## src/rtl/pong_game_ctl.sv

```systemverilog
// Frame-driven Pong match sequencer: state, scores, serve direction and ball commands.
// Optional speed-up stepping during play is enabled by defining PONG_SPEEDUP_EN.
`timescale 1ns/1ps
module pong_game_ctl #(
  parameter int WIN_SCORE      = 7,
  parameter int SERVE_FRAMES   = 60,
  parameter int POINT_FRAMES   = 90,
  parameter int SPEEDUP_FRAMES = 240
) (
  input  logic       clk,
  input  logic       rst,
  input  logic       frame_tick,
  input  logic       start,
  input  logic       mouse_left,
  input  logic       miss_l,
  input  logic       miss_r,
  output logic [2:0] state,
  output logic       ball_rst,
  output logic       ball_en,
  output logic       serve_dir,
  output logic [1:0] speed,
  output logic [3:0] score_l,
  output logic [3:0] score_r,
  output logic [1:0] winner
);

  typedef enum logic [2:0] {
    IDLE     = 3'd0,
    SERVE    = 3'd1,
    PLAY     = 3'd2,
    POINT    = 3'd3,
    GAMEOVER = 3'd4
  } state_t;

  localparam logic [7:0] SERVE_LAST = 8'(SERVE_FRAMES - 1);
  localparam logic [7:0] POINT_LAST = 8'(POINT_FRAMES - 1);
  localparam logic [3:0] WIN        = 4'(WIN_SCORE);

  if (WIN_SCORE < 1 || WIN_SCORE > 9 || SERVE_FRAMES < 1 || SERVE_FRAMES > 255 ||
      POINT_FRAMES < 1 || POINT_FRAMES > 255 || SPEEDUP_FRAMES < 1 || SPEEDUP_FRAMES > 255)
  begin : g_bad_param
    $error("pong_game_ctl: parameter out of legal range");
  end

  state_t     state_q, state_d;
  logic       btn_prev;
  logic       go;
  logic [7:0] frame_cnt, frame_cnt_d;
  logic       ball_rst_d, ball_en_d, serve_dir_d;
  logic [3:0] score_l_d, score_r_d;
  logic [1:0] winner_d;

  assign go    = (start | mouse_left) & ~btn_prev;
  assign state = state_q;

  function automatic logic [3:0] sat_inc(input logic [3:0] s);
    return (s >= WIN) ? WIN : s + 4'd1;
  endfunction

  always_ff @(posedge clk or negedge rst) begin
    if (!rst) begin
      state_q   <= IDLE;
      btn_prev  <= 1'b0;
      frame_cnt <= 8'd0;
      ball_rst  <= 1'b0;
      ball_en   <= 1'b0;
      serve_dir <= 1'b0;
      score_l   <= 4'd0;
      score_r   <= 4'd0;
      winner    <= 2'd0;
    end else begin
      state_q   <= state_d;
      btn_prev  <= start | mouse_left;
      frame_cnt <= frame_cnt_d;
      ball_rst  <= ball_rst_d;
      ball_en   <= ball_en_d;
      serve_dir <= serve_dir_d;
      score_l   <= score_l_d;
      score_r   <= score_r_d;
      winner    <= winner_d;
    end
  end

  always_comb begin
    state_d     = state_q;
    frame_cnt_d = frame_cnt;
    ball_rst_d  = 1'b0;
    ball_en_d   = ball_en;
    serve_dir_d = serve_dir;
    score_l_d   = score_l;
    score_r_d   = score_r;
    winner_d    = winner;
    case (state_q)
      IDLE, GAMEOVER: begin
        ball_en_d = 1'b0;
        if (go) begin
          state_d     = SERVE;
          score_l_d   = 4'd0;
          score_r_d   = 4'd0;
          winner_d    = 2'd0;
          frame_cnt_d = 8'd0;
          serve_dir_d = 1'b0;
          ball_rst_d  = 1'b1;
        end
      end
      SERVE: begin
        ball_en_d = 1'b0;
        if (frame_tick) begin
          if (frame_cnt == SERVE_LAST) begin
            state_d     = PLAY;
            ball_en_d   = 1'b1;
            frame_cnt_d = 8'd0;
          end else begin
            frame_cnt_d = frame_cnt + 8'd1;
          end
        end
      end
      PLAY: begin
        // A simultaneous double miss is a dead ball: nobody scores.
        if (miss_l || miss_r) begin
          state_d     = POINT;
          ball_en_d   = 1'b0;
          frame_cnt_d = 8'd0;
          if (miss_l && !miss_r) begin
            score_r_d   = sat_inc(score_r);
            serve_dir_d = 1'b1;
          end else if (miss_r && !miss_l) begin
            score_l_d   = sat_inc(score_l);
            serve_dir_d = 1'b0;
          end
        end
      end
      POINT: begin
        if (frame_tick) begin
          if (frame_cnt == POINT_LAST) begin
            frame_cnt_d = 8'd0;
            if (score_l == WIN || score_r == WIN) begin
              state_d  = GAMEOVER;
              winner_d = (score_l == WIN) ? 2'd1 : 2'd2;
            end else begin
              state_d    = SERVE;
              ball_rst_d = 1'b1;
            end
          end else begin
            frame_cnt_d = frame_cnt + 8'd1;
          end
        end
      end
      default: state_d = IDLE;
    endcase
  end

`ifdef PONG_SPEEDUP_EN
  localparam logic [7:0] SPEEDUP_LAST = 8'(SPEEDUP_FRAMES - 1);
  logic [7:0] spd_cnt, spd_cnt_d;
  logic [1:0] speed_d;

  // Speed restarts at every serve; only ticks that stay in PLAY count.
  always_comb begin
    spd_cnt_d = spd_cnt;
    speed_d   = speed;
    if (state_d == SERVE && state_q != SERVE) begin
      spd_cnt_d = 8'd0;
      speed_d   = 2'd0;
    end else if (state_q == PLAY && state_d == PLAY && frame_tick) begin
      if (spd_cnt == SPEEDUP_LAST) begin
        spd_cnt_d = 8'd0;
        if (speed != 2'd3) speed_d = speed + 2'd1;
      end else begin
        spd_cnt_d = spd_cnt + 8'd1;
      end
    end
  end

  always_ff @(posedge clk or negedge rst) begin
    if (!rst) begin
      spd_cnt <= 8'd0;
      speed   <= 2'd0;
    end else begin
      spd_cnt <= spd_cnt_d;
      speed   <= speed_d;
    end
  end
`else
  assign speed = 2'd0;
`endif

endmodule

```

## config.mk

```make
export PLATFORM = sky130hd
export DESIGN_NAME = pong_game_ctl
export DESIGN_NICKNAME = d
export VERILOG_FILES = /design/src/rtl/pong_game_ctl.sv
export SDC_FILE = /design/constraint.sdc
export NUM_CORES = 1
export LEC_CHECK = 0
export BUFFER_PORTS_ARGS = -buffer_cell sky130_fd_sc_hd__buf_2
export CAP_MARGIN = 20
export CORE_AREA = 4 4 96 71
export DETAILED_ROUTE_END_ITERATION = 16
export DIE_AREA = 0 0 100 75
export MAX_ROUTING_LAYER = met4
export PLACE_DENSITY_LB_ADDON = 0.3
export SYNTH_ARGS = -nofsm -noshare
export SYNTH_HDL_FRONTEND = slang
export SYNTH_SLANG_ARGS = --single-unit
```

## constraint.sdc

```tcl
create_clock -name clk -period 2.1 [get_ports clk]
set_clock_uncertainty 0.05 [all_clocks]
set_input_delay 0.42 -clock clk [delete_from_list [all_inputs] [get_ports clk]]
set_output_delay 0.42 -clock clk [all_outputs]
set_load 0.005 [all_outputs]
```

### Word level (Yosys, flattened, before mapping)

Cells that the tools add are included.

| word-level totals | value |
|---|---|
| register bits after elaboration | 25 |
| input bits | 7 |
| output and inout port bits | 18 |
| word-level logic and storage cells | 100 |

| cells by class | value |
|---|---|
| add/subtract/negate cells | 3 |
| magnitude comparators | 2 |
| equal/unequal tests | 19 |
| mux-type cells | 45 |
| bitwise logic cells | 3 |
| reduce and logical (&&, ||, !) cells | 19 |

Operators with widths:

| operator | number |
|---|---|
| 2-to-1 mux 8 bit | 6 |
| 2-to-1 mux 4 bit | 8 |
| one-hot mux 8 bit (4 select lines) | 1 |
| 2-to-1 mux 3 bit | 7 |
| != test 2 bit (second input constant) | 10 |
| one-hot mux 4 bit (2 select lines) | 2 |
| AND reduction 5 bit | 3 |
| one-hot mux 3 bit (4 select lines) | 1 |
| 2-to-1 mux 1 bit | 11 |
| 2-to-1 mux 2 bit | 5 |
| adder 4 x 1 -> 4 bit (second input constant) | 2 |
| adder 8 x 1 -> 8 bit (second input constant) | 1 |
| == test 4 x 3 -> 1 bit (second input constant) | 2 |
| == test 8 x 6 -> 1 bit (second input constant) | 1 |
| == test 8 x 7 -> 1 bit (second input constant) | 1 |
| greater-or-equal comparator 4 x 3 -> 1 bit (second input constant) | 2 |
| AND reduction 4 bit | 2 |
| == test 3 x 2 -> 1 bit (second input constant) | 2 |
| AND reduction 6 bit | 1 |
| one-hot mux 1 bit (2 select lines) | 2 |
| one-hot mux 2 bit (2 select lines) | 1 |
| nonzero test 2 bit | 2 |
| nonzero test 4 bit | 1 |
| == test 3 x 1 -> 1 bit (second input constant) | 1 |
| 13 further kinds | 16 |

### Longest topological paths before layout

| logic depth | value |
|---|---|
| depth after elaboration | 6 |
| mapped depth | 6 |
| mapped depth without buffers | 6 |

### Worst setup path before layout

No wires, ideal clock.

| timing | value |
|---|---|
| path type | input-to-reg |
| start point | input port miss_l |
| end point | register score_r[3] |
| library setup time | 0.065 ns |
| arrival | 1.776 ns |
| data required time | 1.985 ns |
| setup slack | 0.209 ns |
| stages | 6 |
| buffers on the path | 0 |
| cells stage by stage | inv_1 > ha_1 > nor4b_2 > nand2_1 > a2111oi_0 > a31o_2 |

| on the way | value |
|---|---|
| cells in the longest elaborated chain, start to end | 3 |
| elaborated cells on any way between the ends | 5 |
| classes of those cells | eq/ne (2); reduce/logical (3) |

Ends and longest elaborated chain:

| what | line | text |
|---|---|---|
| from (decl) | 15 | `input logic miss_l,` |
| logical AND 1 bit / logical OR 1 bit (equally long branches) | 124, 120 |  |
| != test 2 bit (no line) | - |  |
| AND reduction 4 bit (no line) * | - |  |
| to (signal assigned) | 79 | `score_r <= score_r_d;` |
| to (decl) | 23 | `output logic [3:0] score_r,` |

Mark *: on every way between the ends. The rest lies on a longest branch, timed or not.
A chain may end at the register's enable or synchronous reset.

### Worst setup path after layout

| timing | value |
|---|---|
| start point | register frame_cnt[7] |
| end point | register winner[1] |

| on the way | value |
|---|---|
| cells in the longest elaborated chain, start to end | 3 |

Ends and longest elaborated chain:

| what | line | text |
|---|---|---|
| from (decl) | 48 | `logic [7:0] frame_cnt, frame_cnt_d;` |
| from (signal assigned) | 74 | `frame_cnt <= frame_cnt_d;` |
| == test 8 x 7 -> 1 bit | 135 | `if (frame_cnt == POINT_LAST) begin` |
| != test 2 bit (no line) | - |  |
| AND reduction 5 bit (no line) | - |  |
| to (signal assigned) | 80 | `winner <= winner_d;` |
| to (decl) | 24 | `output logic [1:0] winner` |

No other way between the ends.

==> load_flow_metrics.sql <==
INSERT INTO impl_metrics (metric_group, metric, value, unit) VALUES
('run_status', 'run_status', 'completed', ''),
('floorplan', 'floorplan.initialDensity', '25.1', '%'),
('yosys', 'synth-main-ff-cell', 'dfrtp_1', ''),
('critical_path', 'crit_path_start_kind', 'flop', ''),
('worst_hold_path', 'worstHoldPathType', 'input pin to asynchronous set/reset pin', ''),
('drt', 'firstDrtPassIters', '4', ''),
('final_layout', 'antenna-diode-count', '0', ''),
('critical_path', 'timing.reg2reg.worst_path_depth', '4', ''),
('sta', 'rsz0062_at_grt', 'no', ''),
('power', 'cellPowerDensity', '948', 'mW/mm^2'),
('job', 'drv_cap', '0', ''),
('critical_path', 'setup.worst_path.class', 'flop to flop', ''),
('yosys', 'synth_edf_count', '0', ''),
('global_route', 'track_usage', '11.1', '%'),
('yosys', 'postSynthRegisterBits', '25', ''),
('global_route', 'grt_antenna_before_repair', '0', ''),
('clocking', 'clock_latency', '280', 'ps'),
('floorplan', 'placeableCoreArea', '0.00598', 'mm^2'),
('critical_path', 'r2r_slack', '200', 'ps'),
('sta', 'fin_tns_setup', '0', 'ps'),
('yosys', 'ys_async_sr_fraction', '100', '%'),
('place', 'place.gp.congestion', '0.752', ''),
('power', 'worst_ir_drop_vdd', '339', 'uV'),
('sta', 'max_slew.worst_pin.slew', '569', 'ps'),
('sta', 'hold_viol', '0', ''),
('yosys', 'netlist_instances', '155', ''),
('clocking', 'cts.reportedPaths.clkPinSlew', '100', 'ps'),
('drt', 'drt.antenna.violating_nets', '0', ''),
('critical_path', 'critPathArrivalTime', '2010', 'ps'),
('place', 'place.detailed.hpwl', '2.82', 'mm'),
('floorplan', 'die_area', '0.00750', 'mm^2'),
('drt', 'drt_wl_total', '3.73', 'mm'),
('yosys', 'synth_seq_area_share', '41.6', '%'),
('clocking', 'h-tree-depth', '1', ''),
('yosys', 'post_synthesis_instance_area', '0.00150', 'mm^2'),
('sta', 'report.final.setup_viol', '0', ''),
('final_layout', 'areaGrowthSynthToFinish', '20.5', '%'),
('critical_path', 'timing.rr.end', 'winner[1]', ''),
('critical_path', 'timing.rr.start', 'frame_cnt[7]', ''),
('clocking', 'ctsHoldBuffers', '0', ''),
('yosys', 'synth.top_cells.by_area', 'dfrtp_1 (42%), ha_1 (5.8%), o21ai_0 (4.0%)', ''),
('place', 'portBuffers', '22', ''),
('critical_path', 'critical_path_peak_fanout', '5', ''),
('final_layout', 'core_util_final', '30.3', '%'),
('global_route', 'grt-ovfl-total', '0', ''),
('global_route', 'grt_first_pass_wirelength', '6.23', 'mm'),
('drt', 'post_drt_wl_per_cell', '14.1', 'um'),
('floorplan', 'number_of_i_o_pins', '25', ''),
('clocking', 'cts_made_buffers', '3', ''),
('clocking', 'clock_tree.buffer_depth', '2', ''),
('power', 'static-leakage-power', '0.798', 'nW'),
('floorplan', 'die_height', '75', 'um'),
('sta', 'fin_crit_sh', '90.6', '%'),
('yosys', 'synth_largest_type_area_fraction', '41.6', '%'),
('clocking', 'postCtsResizedCells', '0', ''),
('yosys', 'synth.distinct_cells', '47', ''),
('sta', 'period_minus_slack', '1900', 'ps'),
('drt', 'via_per_inst', '4.85', ''),
('clocking', 'cts.sinks', '25', ''),
('critical_path', 'endpoint_kind', 'flop', ''),
('clocking', 'cts_root_buffer_type', 'clkbuf_8', ''),
('final_layout', 'filler_cell_count', '607', ''),
('floorplan', 'num_rows', '24', ''),
('yosys', 'syn-mean-instance-area', '9.69', 'um^2'),
('drt', 'detail_route.iter0.violations', '96', ''),
('critical_path', 'crit_required', '2200', 'ps'),
('global_route', 'grt_pass1_vias', '1178', ''),
('clocking', 'post-cts-setup-buffer-count', '0', ''),
('yosys', 'synthesis.yosys.warnings', '0', ''),
('final_layout', 'layout.nets', '202', ''),
('floorplan', 'die_w', '100', 'um'),
('yosys', 'synth_area_leader_cell', 'dfrtp_1', ''),
('drt', 'detail_route.drc_violations', '0', ''),
('sta', 'slew_headroom', '61.6', '%'),
('sta', 'timing_max_transition_violations_final', '0', ''),
('sta', 'max_freq', '526', 'MHz'),
('global_route', 'grt_start_max_net_pins', '26', ''),
('clocking', 'tritoncts', 'yes', ''),
('drt', 'detailroute.via_count', '1285', ''),
('final_layout', 'proportion_of_layout_cells_with_a_drive_suffix_above_1', '27.8', '%');
[critical path: stages, from the launching register on]
cell and delay (ps):
dfrtp_1 440, or3b_4 420, or4_4 560, nor4_4 250, a211oi_1 70
[how the worst max path moves through the flow]
stage / endpoint / slack [ps] / from
finish: winner[1] / 200 / frame_cnt[7]
global route: frame_cnt[4] / 60 / state[0]
CTS: winner[1] / 180 / frame_cnt[7]
detailed placement: frame_cnt[4] / -20 / miss_l
global placement: frame_cnt[4] / 70 / miss_l
floorplan: score_r[3] / 210 / miss_l
[registers in the layout (all words and copies together), names as in the netlist]
register   count
winner         2
btn_prev       1
state          3
ball_rst       1
score_r        4
score_l        4
frame_cnt      8
serve_dir      1
ball_en        1
[Yosys cell counts, drive strengths merged (2+ instances only)]
| master | n |
|---|---|
| clkbuf | 2 |
| nor4 | 3 |
| nor3 | 3 |
| or2 | 3 |
| o21ai | 12 |
| o211ai | 3 |
| a21oi | 8 |
| dfrtp | 25 |
| nand3 | 7 |
| nor2b | 2 |
| a22oi | 3 |
| mux2 | 3 |
| a21o | 3 |
| a211oi | 2 |
| nand3b | 3 |
| or3 | 3 |
| buf | 4 |
| a32o | 2 |
| a31o | 2 |
| ha | 7 |
| and3 | 3 |
| o2bb2ai | 2 |
| nor2 | 6 |
| nand4b | 2 |
| nor4b | 2 |
| o31ai | 5 |
| inv | 6 |
| nand2 | 14 |
[area by class of cell]
type                       count  area [um^2]  share of cell area [%]
multi-input combinational    119          826                    45.6
inverter                       6         22.5                    1.24
timing repair buffer          33          193                    10.6
tap                           78         97.6                    5.39
clock inverter                 1         5.00                   0.276
clock buffer                   3         41.3                    2.28
sequential                    25          626                    34.6
[report_power, final]
group          switching [mW]  leakage [nW]  total [mW]  internal, mW
sequential              0.152         0.315       0.738         0.586
clock                   0.163        0.0255       0.297         0.133
combinational           0.354         0.458       0.682         0.327
total                   0.670         0.798        1.72          1.05
[cells in the final DEF (no fill, tap or decap), drive strengths merged, types with 2 or more instances in the layout]
master,n
a211oi,2
a21o,3
a21oi,8
a22oi,3
a31o,2
a32o,2
and3,3
buf,33
clkbuf,3
conb,2
dfrtp,25
ha,7
inv,6
mux2,3
nand2,14
nand3,7
nand3b,3
nand4b,2
nor2,6
nor2b,2
nor3,3
nor4,3
nor4b,2
o211ai,3
o21ai,12
o2bb2ai,2
o31ai,5
or2,3
or3,3
[metrics by stage]
step / worst slack [ps] / area (um^2) / power (mW) / cells / hold WS [ps]
after floorplan: 209 / 1510 / 1.17 / 156 / 74.4
after global placement: 65.7 / 1760 / 1.42 / 261 / 403
after detailed placement: -19.3 / 1760 / 1.42 / 261 / 412
after CTS: 182 / 1810 / 1.72 / 265 / 105
after global routing: 55.2 / 1810 / 1.87 / 265 / 128
final: 198 / 1810 / 1.72 / 265 / 80.1
[metal layers]
metal | up-vias | global-route usage (%) | part of all wire [%]
met4 | 0 | 5.83 | 2.2
met3 | 4 | 1.30 | 3.5
met5 | - | - | 0
met2 | 30 | 13.9 | 39
met1 | 603 | 17.0 | 55
li1 | 648 | - | -
[cells by family after synthesis]
kind of cell,share of synthesized area (%)
and+or+nand+nor,24.3
AOI/OAI and AO/OA,22.1
DFF,41.6
buffers and inverters,3.66
adders and majority gates,5.83
muxes,2.25
other,0.250
No activity file was read; power rests on OpenSTA's default activity.
